$ cat config.mk
export PLATFORM = sky130hd
export DESIGN_NAME = phase_clock_sequencer
export DESIGN_NICKNAME = d
export VERILOG_FILES = /design/src/rtl/phase_clock_sequencer.sv
export SDC_FILE = /design/constraint.sdc
export NUM_CORES = 1
export LEC_CHECK = 0
export BUFFER_PORTS_ARGS = -buffer_cell sky130_fd_sc_hd__buf_2
export CAP_MARGIN = 20
export CELL_PAD_IN_SITES_DETAIL_PLACEMENT = 0
export CELL_PAD_IN_SITES_GLOBAL_PLACEMENT = 1
export CORE_MARGIN = 4
export CORE_UTILIZATION = 35
export DETAILED_ROUTE_END_ITERATION = 10
export HOLD_SLACK_MARGIN = 0.12
export PLACE_DENSITY = 0.73
export RECOVER_POWER = 25
export SLEW_MARGIN = 20
export SYNTH_ARGS = -nofsm -noshare
export SYNTH_HDL_FRONTEND = slang
export SYNTH_SLANG_ARGS = --single-unit
$ cat constraint.sdc
create_clock -name rawclk -period 1.78 [get_ports rawclk]
set_input_delay 0.534 -clock rawclk [delete_from_list [all_inputs] [get_ports rawclk]]
set_output_delay 0.534 -clock rawclk [all_outputs]
set_load 0.03 [all_outputs]
$ cat src/rtl/phase_clock_sequencer.sv
// rtl/phase_clock_sequencer.sv - multi-phase clock sequencer with run/halt/single-step control
//
// Purpose:
//   Divides rawclk by DIVIDE and rotates a one-hot ring of PHASES phase clocks.
//   A halt request stops the ring only at a machine-cycle boundary. A single step
//   runs exactly one full machine cycle and then stops.
//
// Ports:
//   rawclk     in   1       sole clock; all state changes on posedge
//   reset      in   1       asynchronous, active-low; clears all state
//   run        in   1       level; start free-running
//   nhalt      in   1       active-low level; stop at end of current cycle
//   step       in   1       rising edge starts one machine cycle
//   phase      out  PHASES  registered one-hot phase ring; zero when stopped
//   clk_out    out  1       registered; high during phases 0..PHASES/2-1
//   running    out  1       registered; high in any state other than stopped
//   cycle_end  out  1       registered one-rawclk pulse after each ring wrap
module phase_clock_sequencer #(
  parameter int PHASES = 4,
  parameter int DIVIDE = 2,
  parameter int PW     = (DIVIDE > 1) ? $clog2(DIVIDE) : 1
) (
  input  logic              rawclk,
  input  logic              reset,
  input  logic              run,
  input  logic              nhalt,
  input  logic              step,
  output logic [PHASES-1:0] phase,
  output logic              clk_out,
  output logic              running,
  output logic              cycle_end
);

  typedef enum logic [1:0] {
    ST_STOPPED  = 2'd0,
    ST_RUNNING  = 2'd1,
    ST_STOPPING = 2'd2,
    ST_STEPPING = 2'd3
  } state_t;

  localparam logic [PW-1:0]     PRE_LAST    = PW'(DIVIDE - 1);
  localparam logic [PHASES-1:0] PHASE_FIRST = {{(PHASES-1){1'b0}}, 1'b1};

  state_t            state, state_n;
  logic [PW-1:0]     pre, pre_n;
  logic              step_q;
  logic [PHASES-1:0] phase_n;
  logic [PHASES-1:0] phase_rot;
  logic              step_re;
  logic              tick;
  logic              wrap;
  logic              clk_n;

  assign step_re   = step & ~step_q;
  assign tick      = (state != ST_STOPPED) && (pre == PRE_LAST);
  // The last phase ending is the only legal point to stop the ring.
  assign wrap      = tick & phase[PHASES-1];
  assign phase_rot = {phase[PHASES-2:0], phase[PHASES-1]};

  always_comb begin
    state_n = state;
    phase_n = phase;
    case (state)
      ST_STOPPED: begin
        phase_n = '0;
        // Halt has priority over both run and step while stopped.
        if (nhalt) begin
          if (run) begin
            state_n = ST_RUNNING;
            phase_n = PHASE_FIRST;
          end else if (step_re) begin
            state_n = ST_STEPPING;
            phase_n = PHASE_FIRST;
          end
        end
      end
      ST_RUNNING: begin
        if (!nhalt && wrap) begin
          state_n = ST_STOPPED;
          phase_n = '0;
        end else begin
          if (!nhalt) state_n = ST_STOPPING;
          if (tick)   phase_n = phase_rot;
        end
      end
      ST_STOPPING: begin
        if (wrap) begin
          state_n = ST_STOPPED;
          phase_n = '0;
        end else begin
          if (run && nhalt) state_n = ST_RUNNING;
          if (tick)         phase_n = phase_rot;
        end
      end
      ST_STEPPING: begin
        if (wrap) begin
          state_n = ST_STOPPED;
          phase_n = '0;
        end else if (tick) begin
          phase_n = phase_rot;
        end
      end
      default: begin
        state_n = ST_STOPPED;
        phase_n = '0;
      end
    endcase
  end

  // Prescaler restarts from zero whenever the ring starts or stops.
  always_comb begin
    pre_n = pre + PW'(1);
    if (state == ST_STOPPED || state_n == ST_STOPPED || tick) pre_n = '0;
  end

  // clk_out is derived from the next phase so both load on the same edge.
  assign clk_n = |phase_n[PHASES/2-1:0];

  always_ff @(posedge rawclk or negedge reset) begin
    if (!reset) begin
      state     <= ST_STOPPED;
      pre       <= '0;
      step_q    <= 1'b0;
      phase     <= '0;
      clk_out   <= 1'b0;
      running   <= 1'b0;
      cycle_end <= 1'b0;
    end else begin
      state     <= state_n;
      pre       <= pre_n;
      step_q    <= step;
      phase     <= phase_n;
      clk_out   <= clk_n;
      running   <= (state_n != ST_STOPPED);
      cycle_end <= wrap;
    end
  end

endmodule
* Word level (Yosys, flattened, before mapping) *
Index checks and enable logic that the tools add are counted.

operators by class
  bitwise operators = 3
  $add $sub $neg = 1
  eq/ne operators = 3
  reductions and logical operators = 12
  mux-type cells = 17

operators with widths
  operator             number
  $mux 2               8
  $mux 4               3
  $pmux 4 s3           1
  $pmux 2 s4           1
  $eq 2x2->1 const B   2
  $logic_not 2->1      2
  $mux 1               4
  $reduce_bool 2->1    2
  $reduce_or 2->1      2
  $logic_and 1x1->1    3
  $and 1x1->1          2
  $eq 2x1->1 const B   1
  $logic_or 1x1->1     2
  $add 1x1->1 const B  1
  $logic_not 1->1      1
  $not 1->1            1

storage, ports and cells
  input port bits = 5
  register bits after elaboration = 11
  output and inout bits = 7
  logic and storage cells = 43

* Longest topological paths before layout *
Gate-level depths: netlist of run 1.

  depth after elaboration = 10
  depth in mapped cells = 4
  depth with buffers taken out = 3

* Least setup slack after synthesis of run 1 *
No wires, ideal clock.

  kind = register -> register
  start = reg phase[3]
  end = reg clk_out
  buffers on the path = 0
  required time = 1.637 ns
  path slack = 0.599 ns
  stages on the path, launching flop included = 4
  clock period less this slack = 1.181 ns
  setup time = 0.143 ns
  arrival = 1.038 ns
  path through = dfrtp_1 nand2_1 o22ai_1 o2111ai_1

between the ends
  cells in the longest elaborated chain, start to end = 5
  elaborated cells on any way between the ends = 7
  those cells by class = mux (4); bitwise (1); reduce/logical (2)

ends and longest elaborated chain
  element                   line  text
  start: declaration        28    output logic [PHASES-1:0] phase,
  start signal: assignment  132   phase <= phase_n;
  $and 1x1->1               57    assign wrap = tick & phase[PHASES-1];
  $logic_and 1x1->1         78    if (!nhalt && wrap) begin
  $mux 4                    78
  $pmux 4 s3 (*)            63    case (state)
  $reduce_or 2->1 (*)       117   assign clk_n = |phase_n[PHASES/2-1:0];
  net clk_n                 52    logic clk_n;
  end signal: assignment    133   clk_out <= clk_n;
  end: declaration          29    output logic clk_out,

The timed path passes the listed nets; every way through them passes the cells marked *.

* Worst setup path after layout of run 1 *
  start = reg phase[3]
  end = out phase[3]

No word-level cell between the ends.

==> impl_metrics.toml, run 1 <==
[clocking]
cts-buffers-inserted = 3
clk_latency_ns = 0.27
max-clock-path-buffers = 2
cts_tree = "built"
clkTransAtPathRegs_ns = 0.07
cts.root.buffer_cell = "clkbuf_4"
postCtsSetupBuffers = 0
cts_sinks = 11
h_tree_depth = 1

[routing]
route.detailed.wl_per_inst_um = 12.9
drt_wl_total_um = 926
via_count = 372
antenna_violating_nets_post_route = 0
remaining_design_rule_violation_count = 0
drt_iter0_drc = 6
detailedRoute.firstPassIterationCount = 4
avgViaCountPerCell = 5.17

[synth]
yosys_register_bits = 11
avgSynthCellArea_um2 = 11.4
post_synth_and_or_nand_nor_area_fraction = 0.198
synth-xor-area-share = 0
syn-num-nets = 47
synth_edf_count = 0
synth_mux_area_frac = 0.0625
synth_cells = 42
cell_taking_the_most_area_after_synthesis = "dfrtp_1"
synth.most_common_cell = "dfrtp_1"
synth_seq_area_share = 0.573
netlist_top_cells_count = "dfrtp_1, nor2_1, mux2i_1, nand2_1"
synth_top_flop_cell = "dfrtp_1"
ys_types = 20
yosys_warnings = 0
ys_async_sr_fraction = 1.00
post_synth_main_area_contributors = "dfrtp_1, mux2i_1, nor2_1, o211ai_1, buf_6"
synth_top_family_by_area = "simple AND/OR/NAND/NOR gates"
netlist.area_leader.share = 0.573
post_synth_instance_area_um2 = 480
synthesized_area_fraction_occupied_by_ao_oa_aoi_and_oai_cells = 0.135
post_synth_fa_ha_maj_area_fraction = 0

[worst_setup_path]
critical_path_s_largest_stage_delay_ns = 0.40
critical_path.cell_chain = "buf_2"
worst-path-max-fanout = 5
worstPathRequired_ns = 1.25
cpLargestDelayFamily = "flip-flops"
critPathKind = "flip-flop to output port"
timing.critical_path.from_type = "flip-flop"
path_buf_inv = 1
worstPathArrival_ns = 0.90
crit_path_top_delay_cell = "dfrtp_1"
end_kind = "output port"

[layout]
post_layout_nonfiller_instances = 72
register_area_um2 = 275
num-fill-cells = 140
syn2layout_area_growth_pct = 20.3
num-nets-final = 63
multi_input_area_um2 = 190
drive_gt1_frac = 0.298
antenna-diode-count = 0

[sta]
fin_worst_skew_ns = 0.00373
finalCriticalPeriod_ns = 1.43
rsz_0062_raised_after_global_routing = "no"
timing.final.setup_violations = 0
finalMaxSlewViolations = 0
finalCritPeriodShare = 0.803
setup-tns-final_ns = 0
max_slew.worst_pin.slew_ns = 0.599
final_hold_viol_count = 0
max_freq_ghz = 0.699
relSlewSlack = 0.601

[placement]
gp_congestion = 0.733
buffer_ports.inserted = 11
hpwl_um = 680
dpl.cell_count = 67

[die]
dieArea_um2 = 2030
fp-row-count = 13
ioPinCount = 12
floorplan.core_area_um2 = 1300
overall_die_width_um = 45.1
starting_density_of_the_core = 0.369
dieHeight_um = 45.1

[min_path]
worst_hold_class = "input port to flip-flop"

[pwr]
ir_drop_mv = 0.815
p_leak_nw = 0.289
power_density_nw_per_um2 = 1670

[global_route]
first_global_vias = 359
grt_pass1_wl_mm = 1.63
antenna_violations_before_repair = 0
grt-ovfl-total = 0
grt_util_all_layers = 0.115
maximum_number_of_pins_on_one_net_before_global_route_repair = 12

[job]
maxCapViolations = 0

[outcome]
run_status = "finished, final reports clean"
final timing paths:
check / cells past startpoint / from / to / slack (ns)
setup / recovery: 1 / phase[3]$_DFF_PN0_ / phase[3] / 0.35
hold / removal: 1 / step / step_q$_DFF_PN0_ / 0.38
setup reg to reg: 3 / pre$_DFF_PN0_ / clk_out$_DFF_PN0_ / 0.52
hold reg to reg: 2 / phase[2]$_DFF_PN0_ / phase[3]$_DFF_PN0_ / 0.55
max in group asynchronous: 2 / reset / phase[1]$_DFF_PN0_ / 0.62
min in group asynchronous: 2 / reset / phase[3]$_DFF_PN0_ / 0.77
logic make-up after synthesis:
logic type,after synthesis
flip-flops,11
AO/OA/AOI/OAI,9
AND/OR/NAND/NOR,17
buffers and inverters,2
multiplexers,3
report_power, final:
part | leakage (nW) | internal, W | switching [W]
Sequential | 0.135 | 0.000336 | 0.000103
Clock | 0.0150 | 0.0000868 | 0.0000833
Combinational | 0.139 | 0.000140 | 0.000214
Total | 0.289 | 0.000562 | 0.000401
metrics by stage:
step	util	power (W)	setup slack, ns	instance area [um^2]	hold WS, ns
after floorplan	-	0.000711	0.599	480	0.238
after global routing	0.444	0.00104	0.284	578	0.367
final	0.444	0.000963	0.350	578	0.376
after CTS	0.445	0.000975	0.330	579	0.366
after detailed placement	0.417	0.000799	0.373	543	0.416
after global placement	0.417	0.000797	0.403	543	0.411
repair_timing:
item,4_1_cts,5_1_grt
hold buffers,1,0
endpoints found under the hold margin,5,0
endpoints found under the setup margin,0,0
gates resized for setup,0,0
cell type report:
cell class	instances	share of cell area
multi-input cells	29	0.329
inverters	1	0.00649
well taps	15	0.0325
flip-flops and latches	11	0.476
clock buffers	4	0.0455
repair buffers	12	0.110
layer usage:
| layer | track usage | vias to the layer above | wire length, um |
|---|---|---|---|
| met2 | 0.144 | 14 | 391 |
| met3 | 0.0797 | 4 | 86 |
| met5 | 0 | - | 0 |
| met1 | 0.153 | 173 | 434 |
| li1 | - | 181 | - |
| met4 | 0.0409 | 0 | 13 |
flip-flops by register name, indices dropped and copies added (netlist names):
register,cells
cycle_end,1
state,2
step_q,1
pre,1
clk_out,1
phase,4
running,1
placed cells by master (no fill, tap or decap):
cell type	netlist	final
dfrtp_1	11	11
inv_1	1	1
nand3_1	2	2
nor2b_1	1	1
a2bb2oi_1	1	1
nand4b_1	1	1
o22ai_1	1	1
o211ai_1	2	2
and2_2	1	1
nor2_1	6	6
o21ai_2	1	1
clkbuf_1	0	2
buf_2	0	10
clkbuf_4	0	3
nor2b_2	1	1
mux2i_1	3	3
nand2_1	3	3
and2b_4	1	1
and4b_1	1	1
o2111ai_1	1	1
dlygate4sd3_1	0	1
o31ai_1	1	1
o21ai_0	2	2
Power figures use the tool's default switching activity.
==> run 2: changes to the inputs <==
--- a/config.mk
+++ b/config.mk
@@ -10,10 +10,10 @@
 export CELL_PAD_IN_SITES_DETAIL_PLACEMENT = 0
 export CELL_PAD_IN_SITES_GLOBAL_PLACEMENT = 1
 export CORE_MARGIN = 4
-export CORE_UTILIZATION = 35
+export CORE_UTILIZATION = 33
 export DETAILED_ROUTE_END_ITERATION = 10
 export HOLD_SLACK_MARGIN = 0.12
-export PLACE_DENSITY = 0.73
+export PLACE_DENSITY = 0.72
 export RECOVER_POWER = 25
 export SLEW_MARGIN = 20
 export SYNTH_ARGS = -nofsm -noshare
==> constraint.sdc (replaced) <==
create_clock -name rawclk -period 1.3 [get_ports rawclk]
set_input_delay 0.39 -clock rawclk [delete_from_list [all_inputs] [get_ports rawclk]]
set_output_delay 0.39 -clock rawclk [all_outputs]
set_load 0.03 [all_outputs]
==> run 2 against run 1 <==
- routed wire length decreased by 3.6%
- flip-flop and latch count unchanged
- clock skew down 0.0017 ns
- register-to-register slack got worse by 0.38 ns
- total power rose by 40%
- first-iteration DRC count rose by 33%
- die area rose by 5.0%
- core utilization up 0.23 points
- critical path type unchanged
- highest routed layer is now met3
- via count shrank 0.54%
- clock power increased by 36%
==> impl_metrics.toml, run 2 (synthesized netlist as in run 1, its figures left out) <==
[outcome]
run_status = "finished, final reports clean"

[min_path]
holdPathEnd = "step_q$_DFF_PN0_"
worstHoldStart = "step"
worst_hold_path.num_cells = 1
worst_hold_class = "input port to flip-flop"

[placement]
gp_congestion = 0.773
buffer_ports.inserted = 11
hpwl_um = 693
placement.setup.worst_slack_ns = 0.106
dpl_cell_area_um2 = 551

[layout]
num-nets-final = 65
register_area_um2 = 275
antenna-diode-count = 0
mostFrequentLayoutCell = "dfrtp_1"
num-fill-cells = 130
regMostFlops = "phase"
finalInstanceArea_um2 = 596
multi_input_area_um2 = 190
largestRegisters = "phase: 4 flops, state: 2 flops"
largest_register_ff_count = 4
syn2layout_area_growth_pct = 24.0
drive_gt1_frac = 0.322
final_cell_mix = "dfrtp_1, buf_2, nor2_1"

[sta]
timing.final.setup_violations = 0
finalMaxSlewViolations = 0
finalCriticalPeriod_ns = 1.24
max_slew.worst_pin.slew_ns = 0.583
relSlewSlack = 0.611
fin_worst_skew_ns = 0.00200
hold_slack_ns = 0.235
max_freq_ghz = 0.804
final_hold_viol_count = 0
setup-tns-final_ns = 0
finalCritPeriodShare = 0.956
rsz_0062_raised_after_global_routing = "no"
fin_ws_ns = 0.0567

[die]
fp-row-count = 13
starting_density_of_the_core = 0.360
dieArea_um2 = 2130
overall_die_width_um = 46.2
floorplan.core_area_um2 = 1330
dieHeight_um = 46.2
ioPinCount = 12

[pwr]
p_leak_nw = 0.299
ir_drop_mv = 0.684
power_density_nw_per_um2 = 2270

[clocking]
cts_tree = "built"
clk_latency_ns = 0.27
max-clock-path-buffers = 2
cts.root.buffer_cell = "clkbuf_4"
clkTransAtPathRegs_ns = 0.07
cts_sinks = 11
h_tree_depth = 1
cts-buffers-inserted = 3

[global_route]
antenna_violations_before_repair = 0
grt_busiest_layer = "met2"
maximum_number_of_pins_on_one_net_before_global_route_repair = 12
use_met3 = 0.0586
met2_global_route_usage = 0.154
grt-ovfl-total = 0
first_global_vias = 357
grt_util_all_layers = 0.101
grt_pass1_wl_mm = 1.52
grt_use_met1 = 0.124

[worst_setup_path]
ff2ff_setup_slack_ns = 0.14
crit-reg2reg-capture = "phase[1]$_DFF_PN0_"
critPathKind = "flip-flop to output port"
worstPathRequired_ns = 0.91
timing.critical_path.from_type = "flip-flop"
worstPathArrival_ns = 0.85
critical_path_s_largest_stage_delay_ns = 0.38
path_buf_inv = 1
worst-path-max-fanout = 3
crit_path_top_delay_cell = "dfrtp_1"
cpLargestDelayFamily = "flip-flops"
critical_path.reg2reg.startpoint = "pre$_DFF_PN0_"
critical_path.cell_chain = "buf_2"
worst-r2r-cell-count = 4
end_kind = "output port"

[routing]
remaining_design_rule_violation_count = 0
drt_wl_total_um = 893
route.detailed.wl_per_inst_um = 12.1
antenna_violating_nets_post_route = 0
drt_iter0_drc = 8
avgViaCountPerCell = 5.00
via_count = 370
detailedRoute.firstPassIterationCount = 2

[job]
maxCapViolations = 0
-- run 2: worst reg2reg max path: cells and delay by family, from the launching register on --
kind / cells / cell delay, ns
buffers and inverters: 1 / 0.16
AOI/OAI and AO/OA: 1 / 0.21
DFF: 1 / 0.50
and+or+nand+nor: 2 / 0.18
-- run 2: report_power, final --
part	leakage (nW)	internal, W	total (W)	switching (W)
logic	0.149	0.000225	0.000529	0.000304
clock network	0.0150	0.000119	0.000232	0.000113
registers	0.135	0.000460	0.000589	0.000129
total	0.299	0.000804	0.00135	0.000546
-- run 2: timing repair --
action	in CTS	in global routing
hold endpoints to repair	11	0
buffers inserted	0	1
hold buffers	1	0
setup endpoints to repair	0	1
gates resized for setup	0	1
-- run 2: metrics by stage --
step	total power [W]	instances	utilization
floorplan	0.000973	42	-
global placement	0.00110	68	0.413
detailed placement	0.00111	68	0.413
CTS	0.00135	73	0.440
global route	0.00145	74	0.447
finish	0.00135	74	0.447
-- run 2: worst max-delay path by stage --
| stage | cells past startpoint | from | slack, ns | end |
|---|---|---|---|---|
| after floorplan | 3 | phase[3]$_DFF_PN0_ | 0.12 | clk_out$_DFF_PN0_ |
| after global placement | 5 | nhalt | 0.12 | phase[2]$_DFF_PN0_ |
| after detailed placement | 5 | nhalt | 0.11 | phase[1]$_DFF_PN0_ |
| after CTS | 1 | phase[3]$_DFF_PN0_ | 0.01 | phase[3] |
| after global routing | 1 | phase[0]$_DFF_PN0_ | 0.007 | phase[0] |
| final | 1 | phase[1]$_DFF_PN0_ | 0.06 | phase[1] |
-- run 2: layout make-up --
type,instances,area share
Clock buffer,4,0.0441
Multi-Input combinational cell,29,0.319
Inverter,1,0.00630
Tap cell,15,0.0315
Timing Repair Buffer,14,0.137
Sequential cell,11,0.462
-- run 2: routing by layer --
layer | vias up | wire, um
met5 | - | 0
met2 | 14 | 419
li1 | 185 | -
met3 | 0 | 83
met4 | 0 | 0
met1 | 171 | 390
